## src/rtl/sample_clk_monitor_if.sv

```systemverilog
// sample_clk_monitor_if: divided sample clock in, strobe/period/lock/error status out
interface sample_clk_monitor_if #(parameter int PW = 10);
  logic clk_d;
  logic sample_stb;
  logic [PW-1:0] period;
  logic locked;
  logic err_glitch;
  logic err_missing;
  modport master (output clk_d, input sample_stb, period, locked, err_glitch, err_missing);
  modport slave (input clk_d, output sample_stb, period, locked, err_glitch, err_missing);
endinterface

```

## src/rtl/sample_clk_monitor.sv

```systemverilog
// sample_clk_monitor: synchronizes clk_d, strobes each accepted edge, measures period, tracks lock
module sample_clk_monitor #(
  parameter int CLK_HZ = 12_000_000,
  parameter int DESIRED_HZ = 48_000,
  parameter int TOL = 4,
  parameter int LOCK_COUNT = 4
) (
  input logic clk,
  input logic rst,
  sample_clk_monitor_if.slave bus
);
  localparam int EXP = 2 * (CLK_HZ / DESIRED_HZ + 1);
  localparam int PW = $clog2(2 * EXP + 1);
  localparam int GW = $clog2(LOCK_COUNT + 1);
  typedef enum logic [1:0] {IDLE, ACQUIRE, LOCKED, LOST} state_t;
  state_t state, state_n;
  logic s1, s2, s3;
  logic [PW-1:0] cnt, m;
  logic [GW-1:0] good, good_n;
  logic edg, in_rng, early, tmo, stb_n, glitch_n, missing_n;
  assign edg = s2 & ~s3;
  assign m = cnt + PW'(1);
  assign early = m < PW'(EXP - TOL);
  assign in_rng = !early && m <= PW'(EXP + TOL);
  // an edge clears cnt, so a timeout can only be seen on a non-edge cycle
  assign tmo = !edg && cnt == PW'(EXP + TOL);
  assign bus.locked = state == LOCKED;
  always_ff @(posedge clk) begin
    if (rst) begin
      s1 <= 1'b0;
      s2 <= 1'b0;
      s3 <= 1'b0;
      cnt <= '0;
      good <= '0;
      state <= IDLE;
      bus.sample_stb <= 1'b0;
      bus.err_glitch <= 1'b0;
      bus.err_missing <= 1'b0;
      bus.period <= '0;
    end else begin
      s1 <= bus.clk_d;
      s2 <= s1;
      s3 <= s2;
      cnt <= edg ? '0 : cnt == PW'(2 * EXP) ? cnt : cnt + PW'(1);
      good <= good_n;
      state <= state_n;
      bus.sample_stb <= stb_n;
      bus.err_glitch <= glitch_n;
      bus.err_missing <= missing_n;
      if (edg && state != IDLE) bus.period <= m;
    end
  end
  always_comb begin
    state_n = state;
    good_n = good;
    stb_n = 1'b0;
    glitch_n = 1'b0;
    missing_n = 1'b0;
    unique case (state)
      IDLE: begin
        if (edg) begin
          state_n = ACQUIRE;
          good_n = '0;
        end
      end
      ACQUIRE: begin
        if (edg) begin
          good_n = in_rng ? good + GW'(1) : '0;
          if (in_rng && good_n == GW'(LOCK_COUNT)) begin
            state_n = LOCKED;
            stb_n = 1'b1;
          end
        end else if (tmo) state_n = IDLE;
      end
      LOCKED: begin
        if (edg) begin
          stb_n = in_rng;
          if (early) begin
            glitch_n = 1'b1;
            state_n = ACQUIRE;
            good_n = '0;
          end
        end else if (tmo) begin
          missing_n = 1'b1;
          state_n = LOST;
        end
      end
      LOST: begin
        if (edg) begin
          state_n = ACQUIRE;
          good_n = '0;
        end
      end
      default: state_n = IDLE;
    endcase
  end
endmodule

```

## src/flat_wrapper.sv

```systemverilog
// flat-port wrapper written by rule: the top's interface ports become plain ports
module sample_clk_monitor_flat 
#(
  parameter int CLK_HZ = 12_000_000,
  parameter int DESIRED_HZ = 48_000,
  parameter int TOL = 4,
  parameter int LOCK_COUNT = 4
)
  (clk, rst, bus_clk_d, bus_sample_stb, bus_period, bus_locked, bus_err_glitch, bus_err_missing);
  sample_clk_monitor_if #(.PW(($clog2(2 * (2 * (12_000_000 / 48_000 + 1)) + 1)))) bus_i ();
  input logic clk;
  input logic rst;
  input wire logic [$bits(bus_i.clk_d)-1:0] bus_clk_d;
  output wire logic [$bits(bus_i.sample_stb)-1:0] bus_sample_stb;
  output wire logic [$bits(bus_i.period)-1:0] bus_period;
  output wire logic [$bits(bus_i.locked)-1:0] bus_locked;
  output wire logic [$bits(bus_i.err_glitch)-1:0] bus_err_glitch;
  output wire logic [$bits(bus_i.err_missing)-1:0] bus_err_missing;
  assign bus_i.clk_d = bus_clk_d;
  assign bus_sample_stb = bus_i.sample_stb;
  assign bus_period = bus_i.period;
  assign bus_locked = bus_i.locked;
  assign bus_err_glitch = bus_i.err_glitch;
  assign bus_err_missing = bus_i.err_missing;
  sample_clk_monitor #(.CLK_HZ(CLK_HZ), .DESIRED_HZ(DESIRED_HZ), .TOL(TOL), .LOCK_COUNT(LOCK_COUNT)) u_core (.clk(clk), .rst(rst), .bus(bus_i));
endmodule
```

## config.mk

```make
export PLATFORM = sky130hd
export DESIGN_NAME = sample_clk_monitor_flat
export DESIGN_NICKNAME = d
export VERILOG_FILES = /design/src/rtl/sample_clk_monitor_if.sv /design/src/rtl/sample_clk_monitor.sv /design/src/flat_wrapper.sv
export SDC_FILE = /design/constraint.sdc
export NUM_CORES = 1
export LEC_CHECK = 0
export CAP_MARGIN = 20
export CORE_MARGIN = 3
export CORE_UTILIZATION = 50
export CTS_BUF_LIST = sky130_fd_sc_hd__clkbuf_4 sky130_fd_sc_hd__clkbuf_8 sky130_fd_sc_hd__clkbuf_16
export DETAILED_ROUTE_END_ITERATION = 16
export HOLD_SLACK_MARGIN = 0.06
export PLACE_DENSITY = 0.75
export SYNTH_ARGS = -nofsm -noshare
export SYNTH_HDL_FRONTEND = slang
export SYNTH_SLANG_ARGS = --single-unit
```

## constraint.sdc

```tcl
create_clock -name clk -period 3.1 [get_ports clk]
set_input_delay 0.465 -clock clk [delete_from_list [all_inputs] [get_ports clk]]
set_output_delay 0.465 -clock clk [all_outputs]
set_load 0.02 [all_outputs]
```

-- After elaboration in Yosys (flattened, before gate mapping)
Index checks and enable logic that the tools add are counted.
- bitwise gates (word level): 4
- multiplexer cells: 20
- $add $sub $neg: 2
- reduce and logical (&&, ||, !) cells: 14
- order comparisons: 2
- equal/unequal tests: 14
- operator list (operator ; count):
    3-bit two-way mux ; 5
    2-bit two-way mux ; 7
    10-bit by 1-bit adder with 10-bit output (second input constant) ; 1
    10-bit equality test (second input constant) ; 1
    10-bit by 9-bit equality test with 1-bit output (second input constant) ; 1
    10-bit by 9-bit less-or-equal comparator with 1-bit output (second input constant) ; 1
    10-bit by 9-bit less-than comparator with 1-bit output (second input constant) ; 1
    3-bit case mux with 3 select lines ; 1
    2-bit by 1-bit != test with 1-bit output (second input constant) ; 4
    3-bit by 1-bit != test with 1-bit output (second input constant) ; 2
    3-bit != test (second input constant) ; 2
    2-bit case mux with 3 select lines ; 1
    3-bit OR reduction ; 2
    1-bit two-way mux ; 5
    5-bit AND reduction ; 1
    2-bit equality test (second input constant) ; 2
    1-bit logical AND ; 4
    4-bit AND reduction ; 1
    2-bit OR reduction ; 2
    3-bit by 1-bit adder with 3-bit output (second input constant) ; 1
    3-bit equality test (second input constant) ; 1
    1-bit NOT ; 3
    2-bit by 1-bit equality test with 1-bit output (second input constant) ; 1
    1-bit zero test ; 2
    4 further kinds ; 4
- word-level logic and storage cells: 66
- input port bits: 3
- flip-flop bits (word level): 31
- output and inout bits: 14

-- Logic depth before layout (Yosys ltp)
Gate-level depths: netlist of run 1.
- word-level depth: 10
- gate-level depth with buffers: 8
- gate-level depth less buffers: 8

-- Least setup slack after synthesis of run 1
Ideal clock, no wire load.
- path type: reg-to-reg
- from: register u_core.cnt[0]
- to: register u_core.state[0]
- stages on the path, launching flop included: 9
- slack: 887 ps
- buffers on the path: 0
- period minus slack after synthesis: 2213 ps
- required time: 2977 ps
- arrival time: 2090 ps
- setup time: 123 ps
- cell sequence: dfxtp_1 ha_1 nand3_1 nor2_1 and3b_1 o221ai_2 nor3_1 a2bb2oi_2 mux2_1
- word-level cells in the longest chain between the ends: 9
- elaborated cells on any way between the ends: 15
- those cells by class: 1 x add/sub; 2 x order compare; 6 x eq/ne; 1 x mux; 5 x reduce/logical
- RTL lines (what ; RTL line ; RTL):
    start: declaration ; sample_clk_monitor.sv:18 ; logic [PW-1:0] cnt, m;
    start signal: assignment ; sample_clk_monitor.sv:44 ; cnt <= edg ? '0 : cnt == PW'(2 * EXP) ? cnt : cnt + PW'(1);
    10-bit by 1-bit adder with 10-bit output ; sample_clk_monitor.sv:22 ; assign m = cnt + PW'(1);
    10-bit by 9-bit less-than comparator with 1-bit output ; sample_clk_monitor.sv:23 ; assign early = m < PW'(EXP - TOL);
    1-bit zero test ; sample_clk_monitor.sv:24 ; assign in_rng = !early && m <= PW'(EXP + TOL);
    1-bit logical AND ; sample_clk_monitor.sv:24 ;
    3-bit two-way mux ; sample_clk_monitor.sv:68 ; good_n = in_rng ? good + GW'(1) : '0;
    3-bit equality test ; sample_clk_monitor.sv:69 ; if (in_rng && good_n == GW'(LOCK_COUNT)) begin
    1-bit logical AND ; sample_clk_monitor.sv:69 ;
    3-bit != test (no line) ; -- ;
    5-bit AND reduction (no line) * ; -- ;
    end signal: assignment ; sample_clk_monitor.sv:46 ; state <= state_n;
    end: declaration ; sample_clk_monitor.sv:16 ; state_t state, state_n;
Mark *: on every way between the ends. The rest lies on a longest branch, timed or not.
A chain may end at the register's enable or synchronous reset.

-- Worst setup path after layout of run 1
Same ends and word-level chain as after synthesis.

==> results of run 1 <==
==> worst max-delay path, delay by kind of cell, from the launching register on <==
family	cells	cell delay, ns
flops	1	0.49
simple gates	4	0.87
mux	1	0.33
fa+ha+maj	1	0.33
compound gates	2	0.35
==> per-stage QoR <==
step	area [um2]	setup WS, ns
6_report	1770	0.611
5_1_grt	1770	0.374
4_1_cts	1770	0.639
3_5_place_dp	1700	0.663
3_3_place_gp	1700	0.754
2_1_floorplan	1530	0.887
==> final cells by class <==
| type | count | area [um2] |
|---|---|---|
| fill | 269 | 1060 |
| multi-input combinational | 126 | 843 |
| sequential | 31 | 621 |
| timing repair buffer | 16 | 160 |
| clock buffer | 8 | 72.6 |
| tap | 31 | 38.8 |
| inverter | 9 | 33.8 |
==> worst paths after layout <==
check                 from         endpoint
max          u_core.cnt[0]  u_core.state[0]
min              u_core.s1        u_core.s2
max reg2reg  u_core.cnt[0]  u_core.state[0]
min reg2reg      u_core.s1        u_core.s2
==> layout by cell type, fill, tap and decap left out, types with 2 or more instances in the layout <==
master and instances:
a211oi_1 8, nand4b_1 2, mux2_1 2, dfxtp_1 31
nor3b_1 2, nand2_1 9, a21oi_1 10, clkdlybuf4s50_1 16
o21ai_0 6, a31oi_1 2, nand3_1 5, clkbuf_4 6
nor3_1 6, nor2b_1 6, and3_1 2, ha_1 9
nor2_1 27, inv_1 9, clkbuf_8 2, xnor2_1 9
nand4_1 2
==> sequential cells by signal, summed over array words and instances, names as in the netlist <==
name / cells
u_core.bus.period: 10
u_core.cnt: 10
u_core.good: 3
u_core.state: 2
u_core.bus.err_glitch: 1
u_core.bus.err_missing: 1
u_core.bus.sample_stb: 1
u_core.s1: 1
u_core.s2: 1
u_core.s3: 1
==> logic make-up (layout without fill, tap and decap cells) <==
logic type                 after synthesis  count (layout)  share of synthesized area
AOI/OAI and AO/OA                       35              35                      0.167
buffers and inverters                   14              33                     0.0457
and+or+nand+nor                         70              70                      0.237
adders and majority gates                9               9                     0.0734
xor gates and xnor gates                10              10                     0.0571
muxes                                    2               2                     0.0147
DFF                                     31              31                      0.405
==> power by group <==
group	switching (mW)	leakage [nW]	internal [mW]
logic	0.0817	0.336	0.0602
clock network	0.132	0.0420	0.142
registers	0.0138	0.251	0.414
total	0.228	0.629	0.616
==> layer usage <==
layer  track usage  routed length, um  vias to the layer above
met1         0.239               1480                      569
li1              -                  -                      632
met2         0.295               1350                       25
met3        0.0566                124                        5
met5             0                  0                        -
met4        0.0788                 54                        0
==> flow_metrics.tcl, run 1 <==
set metrics [dict create \
    drtIter0Drc 55 \
    yosys.area.top_type "dfxtp_1" \
    die_area_um2 3770 \
    drcViolationCount 0 \
    synth_edf_count 0 \
    antenna_found_initial 0 \
    cpPeakStageDelay_ns 0.49 \
    ys_top_cells_by_count "dfxtp_1, nor2_1, a21oi_1" \
    die_h_um 61.4 \
    cts_root_buf "clkbuf_4" \
    post-route-util 0.625 \
    yosys_warnings 0 \
    syn_avg_cell_area_um2 8.97 \
    place_inst 213 \
    tightest_slew_ns 0.969 \
    report.power.total_uw 844 \
    holdCritPathClass "reg2reg" \
    ys_seq_area_frac 0.405 \
    rsz0062_at_grt "false" \
    cts_buffer_depth 2 \
    cts.sinks 31 \
    drive_above_1_share 0.100 \
    htree_levels 2 \
    synthesis.area_um2 1530 \
    cts_tree "done" \
    nNetsFinal 201 \
    grt_pass1_vias 1179 \
    avgRoutedWirePerCell_um 13.6 \
    slew_viol_final 0 \
    power_leakage_nw 0.629 \
    yosysMostFrequentCell "dfxtp_1" \
    maxSlewHeadroom 0.352 \
    cts_setup_buffers 0 \
    wl_um 3010 \
    initial_core_util 0.542 \
    crit_type "reg2reg" \
    first_pass_iters 4 \
    min_period_over_period 0.803 \
    finalHoldViolations 0 \
    rr_worst_depth 8 \
    timing.fmax_mhz 402 \
    synthFlopType "dfxtp_1" \
    gr-usage-all-layers 0.187 \
    ios 17 \
    setup.worst_path.end_class "register" \
    grt_pass1_wl_um 5140 \
    synthTopCellsByArea "dfxtp_1, ha_1, nor2_1" \
    cp.arrival_ns 2.71 \
    area_growth_pct 15.3 \
    stdcell_count 221 \
    finalSetupViolCount 0 \
    numPortBuffers 16 \
    slowest_stage "dfxtp_1" \
    grt_max_degree 23 \
    vias 1231 \
    cts.hold.buffers_added 0 \
    max_cap_violations 0 \
    diodes 0 \
    cts_buffers 5 \
    synth_top_area_share 0.405 \
    fin_skew_ns 0.00762 \
    overflow 0 \
    syn_inst 171 \
    ir_drop_mv 0.236 \
    worstPathCellList "ha_1, nand3_1, nor2_1, and3b_1, o221ai_2, nor3_1, a2bb2oi_2, mux2_1" \
    fp-row-count 19 \
    hpwl_um 2320 \
    final_antenna_net_count 0 \
    gp_congestion 0.855 \
    core_area_um2 2830 \
    fin_crit_ns 2.49 \
    synthArstFlopShare 0 \
    clk_pin_slew_worst_paths_ns 0.09 \
    cts_resized 0 \
    clkLatencyLatePin_ns 0.33 \
    tns_ns 0 \
    r2r_slack_ns 0.61 \
    synth_fp_nets 183 \
    holdWs_ns 0.448 \
    viasPerCell 5.57 \
    crit_path_start_kind "register" \
    synth-seq-cells 31 \
    crit_required_ns 3.32 \
    cp_max_fo 8 \
    die_width_um 61.4 \
    power.density_nw_per_um2 477 \
    ys_types 40 \
    status "finished clean" \
    hold_path_depth 1 \
]
No activity file was read; power rests on OpenSTA's default activity.
==> run 2: changes to the inputs <==
--- a/config.mk
+++ b/config.mk
@@ -7,11 +7,11 @@
 export LEC_CHECK = 0
 export CAP_MARGIN = 20
 export CORE_MARGIN = 3
-export CORE_UTILIZATION = 50
+export CORE_UTILIZATION = 49
 export CTS_BUF_LIST = sky130_fd_sc_hd__clkbuf_4 sky130_fd_sc_hd__clkbuf_8 sky130_fd_sc_hd__clkbuf_16
 export DETAILED_ROUTE_END_ITERATION = 16
 export HOLD_SLACK_MARGIN = 0.06
-export PLACE_DENSITY = 0.75
+export PLACE_DENSITY = 0.77
 export SYNTH_ARGS = -nofsm -noshare
 export SYNTH_HDL_FRONTEND = slang
 export SYNTH_SLANG_ARGS = --single-unit
==> constraint.sdc (replaced) <==
create_clock -name clk -period 2.2 [get_ports clk]
set_input_delay 0.33 -clock clk [delete_from_list [all_inputs] [get_ports clk]]
set_output_delay 0.33 -clock clk [all_outputs]
set_load 0.02 [all_outputs]
==> run 2 against run 1 <==
Flip-flop and latch count did not move. Combinational power rose by 68%. Clock power rose by 22%. Wire length rose by 9.5%. Critical path depth fell by 1. Worst setup slack got worse by 0.48 ns. Final cell count rose by 12%.
==> flow_metrics.tcl, run 2 (synthesized netlist as in run 1, its figures left out) <==
set metrics [dict create \
    status "finished clean" \
    wl_um 3290 \
    maxSlewHeadroom 0.723 \
    ios 17 \
    gp_congestion 0.841 \
    cts_tree "done" \
    diodes 0 \
    cpPeakStageDelay_ns 0.44 \
    tns_ns 0 \
    timing.rr.end "u_core.state[1]" \
    slowest_stage "dfxtp_1" \
    drtIter0Drc 95 \
    grt_max_degree 19 \
    layout_commonest_cell "dfxtp_1" \
    hpwl_um 2610 \
    cts.sinks 31 \
    timing.fmax_mhz 484 \
    setup.worst_path.end_class "register" \
    slew_viol_final 0 \
    die_area_um2 3840 \
    worstHoldStart "u_core.s1" \
    htree_levels 2 \
    nNetsFinal 217 \
    core_area_um2 2880 \
    die_h_um 62.0 \
    cts_buffers 5 \
    rr_startpoint "u_core.cnt[5]" \
    antenna_found_initial 0 \
    crit_path_start_kind "register" \
    cp.arrival_ns 2.30 \
    drive_above_1_share 0.223 \
    viasPerCell 5.38 \
    min_period_over_period 0.939 \
    post-route-util 0.674 \
    rr_worst_depth 7 \
    grt_pass1_vias 1261 \
    reg_top3 "u_core.bus.period (10), u_core.cnt (10), u_core.good (3)" \
    tightest_slew_ns 0.416 \
    avgRoutedWirePerCell_um 13.3 \
    worstPathCellList "nand2_1, or3_1, a21oi_2, o221ai_4, a31oi_4, a2bb2oi_2, mux2_1" \
    finalHoldViolations 0 \
    holdCritPathClass "reg2reg" \
    die_width_um 62.0 \
    power.density_nw_per_um2 608 \
    max_cap_violations 0 \
    fin_skew_ns 0.0139 \
    r2r_slack_ns 0.13 \
    hold_path_depth 1 \
    power_leakage_nw 0.707 \
    overflow 0 \
    crit_type "reg2reg" \
    vias 1334 \
    cts.hold.buffers_added 0 \
    cts_buffer_depth 2 \
    grt_pass1_wl_um 5410 \
    clk_pin_slew_worst_paths_ns 0.10 \
    whs_endpoint "u_core.s2" \
    critPathBufInv 0 \
    layout_common_cells "dfxtp_1, nor2_1, clkdlybuf4s50_1, buf_4" \
    initial_core_util 0.533 \
    crit_required_ns 2.44 \
    fp-row-count 19 \
    clkLatencyLatePin_ns 0.34 \
    gr-usage-all-layers 0.194 \
    final_antenna_net_count 0 \
    drcViolationCount 0 \
    numPortBuffers 16 \
    cts_root_buf "clkbuf_4" \
    critical-path-top-delay-family "compound AO/OA/AOI/OAI gates" \
    ir_drop_mv 0.427 \
    fin_crit_ns 2.07 \
    finalSetupViolCount 0 \
    cp_max_fo 5 \
    area_growth_pct 26.3 \
    first_pass_iters 4 \
]
-- run 2: worst reg2reg max path: cells and delay by family, from the launching register on --
family | cells | cell delay [ns]
muxes | 1 | 0.32
DFF | 1 | 0.44
and+or+nand+nor | 2 | 0.51
AOI/OAI and AO/OA | 4 | 0.70
-- run 2: power by group --
part	switching (mW)	internal, mW
clock network	0.186	0.149
registers	0.0211	0.584
logic	0.128	0.111
total	0.335	0.843
-- run 2: worst max path at each step --
stage | cells past startpoint | start | endpoint | slack [ns]
CTS | 8 | u_core.cnt[0] | u_core.state[1] | 0.04
global placement | 8 | u_core.cnt[0] | u_core.state[1] | 0.04
detailed placement | 8 | u_core.cnt[1] | u_core.state[0] | -0.11
global route | 8 | u_core.cnt[0] | u_core.state[1] | -0.001
floorplan | 8 | u_core.cnt[0] | u_core.state[0] | 0.02
finish | 7 | u_core.cnt[5] | u_core.state[1] | 0.13
-- run 2: area by class of cell --
| cell class | instances | area [um2] |
|---|---|---|
| Multi-Input combinational cell | 126 | 888 |
| Timing Repair Buffer | 32 | 280 |
| Tap cell | 42 | 52.6 |
| Fill cell | 222 | 938 |
| Clock inverter | 1 | 5.00 |
| Clock buffer | 7 | 52.6 |
| Sequential cell | 31 | 626 |
| Inverter | 9 | 33.8 |
-- run 2: timing repair --
item                                    4_1_cts  5_1_grt
endpoints found under the setup margin        2        5
gates resized for setup                       5        9
buffers inserted                              0        0
-- run 2: stage by stage --
stage / cell area, um2 / total power [mW] / hold WS, ns / std cells / setup slack (ns)
2_1_floorplan: 1540 / 0.761 / 0.414 / 171 / 0.0168
3_3_place_gp: 1830 / 0.830 / 0.422 / 240 / 0.0444
3_5_place_dp: 1830 / 0.844 / 0.425 / 240 / -0.106
4_1_cts: 1910 / 1.17 / 0.444 / 248 / 0.0395
5_1_grt: 1940 / 1.23 / 0.459 / 248 / -0.00142
6_report: 1940 / 1.18 / 0.442 / 248 / 0.134
-- run 2: layer usage --
metal / GRT usage / share of wire / routed length [um] / vias up
met5: 0 / 0 / 0 / -
met4: 0.0970 / 0.021 / 70 / 0
met3: 0.0434 / 0.048 / 158 / 10
met2: 0.324 / 0.49 / 1620 / 38
met1: 0.234 / 0.44 / 1440 / 617
li1: - / - / - / 669
==> run 3: changes to the inputs <==
--- a/config.mk
+++ b/config.mk
@@ -6,9 +6,10 @@
 export NUM_CORES = 1
 export LEC_CHECK = 0
 export CAP_MARGIN = 20
-export CORE_MARGIN = 3
+export CORE_MARGIN = 2
 export CORE_UTILIZATION = 49
 export CTS_BUF_LIST = sky130_fd_sc_hd__clkbuf_4 sky130_fd_sc_hd__clkbuf_8 sky130_fd_sc_hd__clkbuf_16
+export CTS_CLUSTER_DIAMETER = 120
 export DETAILED_ROUTE_END_ITERATION = 16
 export HOLD_SLACK_MARGIN = 0.06
 export PLACE_DENSITY = 0.77
==> run 3 against run 2 <==
First-iteration DRC count down 51%. Via count is 2.1% higher. Combinational power about the same. Utilization fell by 1.8 points. Hold slack better by 0.0049 ns. Total power grew 8.3%. Non-clock buffer count grew 2. Critical path depth is the same. Worst setup slack lost 0.029 ns. Die area shrank 6.4%. Largest power group unchanged. Highest routed layer unchanged.
==> flow_metrics.tcl, run 3 (synthesized netlist as in run 1, its figures left out) <==
set metrics [dict create \
    hpwl_um 2660 \
    ir_drop_mv 0.415 \
    critical-path-top-delay-family "simple AND/OR/NAND/NOR gates" \
    fin_skew_ns 0.0101 \
    layout_commonest_cell "dfxtp_1" \
    power.density_nw_per_um2 648 \
    antenna_found_initial 0 \
    final_antenna_net_count 0 \
    cp_max_fo 6 \
    cts.sinks 31 \
    combPwrFrac 0.188 \
    slowest_stage "dfxtp_4" \
    die_h_um 60.0 \
    pre_cts_ws_ns -0.115 \
    diodes 0 \
    tightest_slew_ns 0.453 \
    numPortBuffers 16 \
    viasPerCell 5.68 \
    power_switching_uw 338 \
    cpPeakStageDelay_ns 0.40 \
    htree_levels 2 \
    timing.fmax_mhz 477 \
    die_width_um 60.0 \
    nNetsFinal 219 \
    cts_buffer_depth 2 \
    initial_core_util 0.511 \
    cts.hold.buffers_added 0 \
    min_period_over_period 0.952 \
    die_area_um2 3590 \
    ios 17 \
    avgRoutedWirePerCell_um 14.7 \
    switching_share 0.265 \
    area_growth_pct 28.4 \
    crit_type "reg2reg" \
    fin_crit_ns 2.10 \
    fin_ws_ns 0.105 \
    gp_congestion 0.863 \
    max_cap_violations 0 \
    seq_power_share 0.472 \
    drtIter0Drc 47 \
    report.power.total_mw 1.28 \
    wl_um 3540 \
    cts_tree "done" \
    overflow 0 \
    fp-row-count 20 \
    internal-power_uw 938 \
    cp.arrival_ns 2.32 \
    crit_path_start_kind "register" \
    holdCritPathClass "reg2reg" \
    cts_buffers 5 \
    drive_above_1_share 0.222 \
    grt_pass1_vias 1368 \
    setup.worst_path.end_class "register" \
    clk_pin_slew_worst_paths_ns 0.10 \
    fillCellCount 258 \
    finalHoldViolations 0 \
    drcViolationCount 0 \
    clkLatencyLatePin_ns 0.33 \
    core_area_um2 3000 \
    maxSlewHeadroom 0.698 \
    critPathBufInv 0 \
    place_inst 233 \
    grt_max_degree 19 \
    worstPathCellList "nand4_2, or3_1, a21oi_2, o221ai_4, nor3_2, a2bb2oi_2, mux2_1" \
    first_pass_iters 6 \
    tns_ns 0 \
    p_clk_frac 0.341 \
    status "finished clean" \
    crit_required_ns 2.43 \
    power_leakage_nw 0.726 \
    grt_pass1_wl_um 5910 \
    vias 1362 \
    stdcell_count 240 \
    layout_common_cells "dfxtp_1, nor2_1, buf_4" \
    reg_top3 "u_core.bus.period (10), u_core.cnt (10), u_core.good (3)" \
    cts_root_buf "clkbuf_4" \
    slew_viol_final 0 \
    finalSetupViolCount 0 \
    gr-usage-all-layers 0.221 \
]
[run 3: changes by cell type in the layout (fill, tap and decap cells not counted), sizes merged]
cell / previous run / this run
clkbuf: 7 / 6
buf: 16 / 18
bufinv: 0 / 1
clkinv: 1 / 0
[run 3: final cells by class]
cell class              count  area, um2  area share
clock inverters             1       30.0      0.0152
clock buffers               6       45.0      0.0229
repair buffers             34        295       0.150
inverters                   9       33.8      0.0172
multi-input cells         126        896       0.455
well taps                  33       41.3      0.0210
flip-flops and latches     31        628       0.319
[run 3: what timing repair did]
item / 4_1_cts / 5_1_grt
cloned: 0 / 0
resized for setup: 3 / 12
pin swaps: 0 / 1
setup endpoints to repair: 5 / 6
setup buffers: 0 / 0
[run 3: power groups by stage]
stage                     Sequential [mW]  Clock [mW]  Combinational [mW]
after floorplan                     0.621           0               0.140
after CTS                           0.601       0.446               0.231
after global routing                0.605       0.462               0.260
after global placement              0.611           0               0.217
final                               0.602       0.435               0.239
after detailed placement            0.613           0               0.229
[run 3: path summary, 6_finish.rpt]
path / slack (ns) / startpoint / cells past startpoint / to
max: 0.10 / u_core.cnt[1] / 7 / u_core.state[1]
min: 0.45 / u_core.s1 / 1 / u_core.s2
max reg2reg: 0.10 / u_core.cnt[1] / 7 / u_core.state[1]
min reg2reg: 0.45 / u_core.s1 / 1 / u_core.s2
[run 3: per-layer routing]
layer	global-route usage	part of all wire
met2	0.404	0.53
met1	0.239	0.41
met4	0.0825	0.021
met3	0.0628	0.036
met5	0	0
[run 3: metrics by stage]
stage	area, um2	hold WS, ns	util
after floorplan	1540	0.414	-
after global placement	1840	0.416	0.612
after detailed placement	1840	0.438	0.612
after CTS	1920	0.456	0.639
after global routing	1970	0.459	0.656
final	1970	0.446	0.656
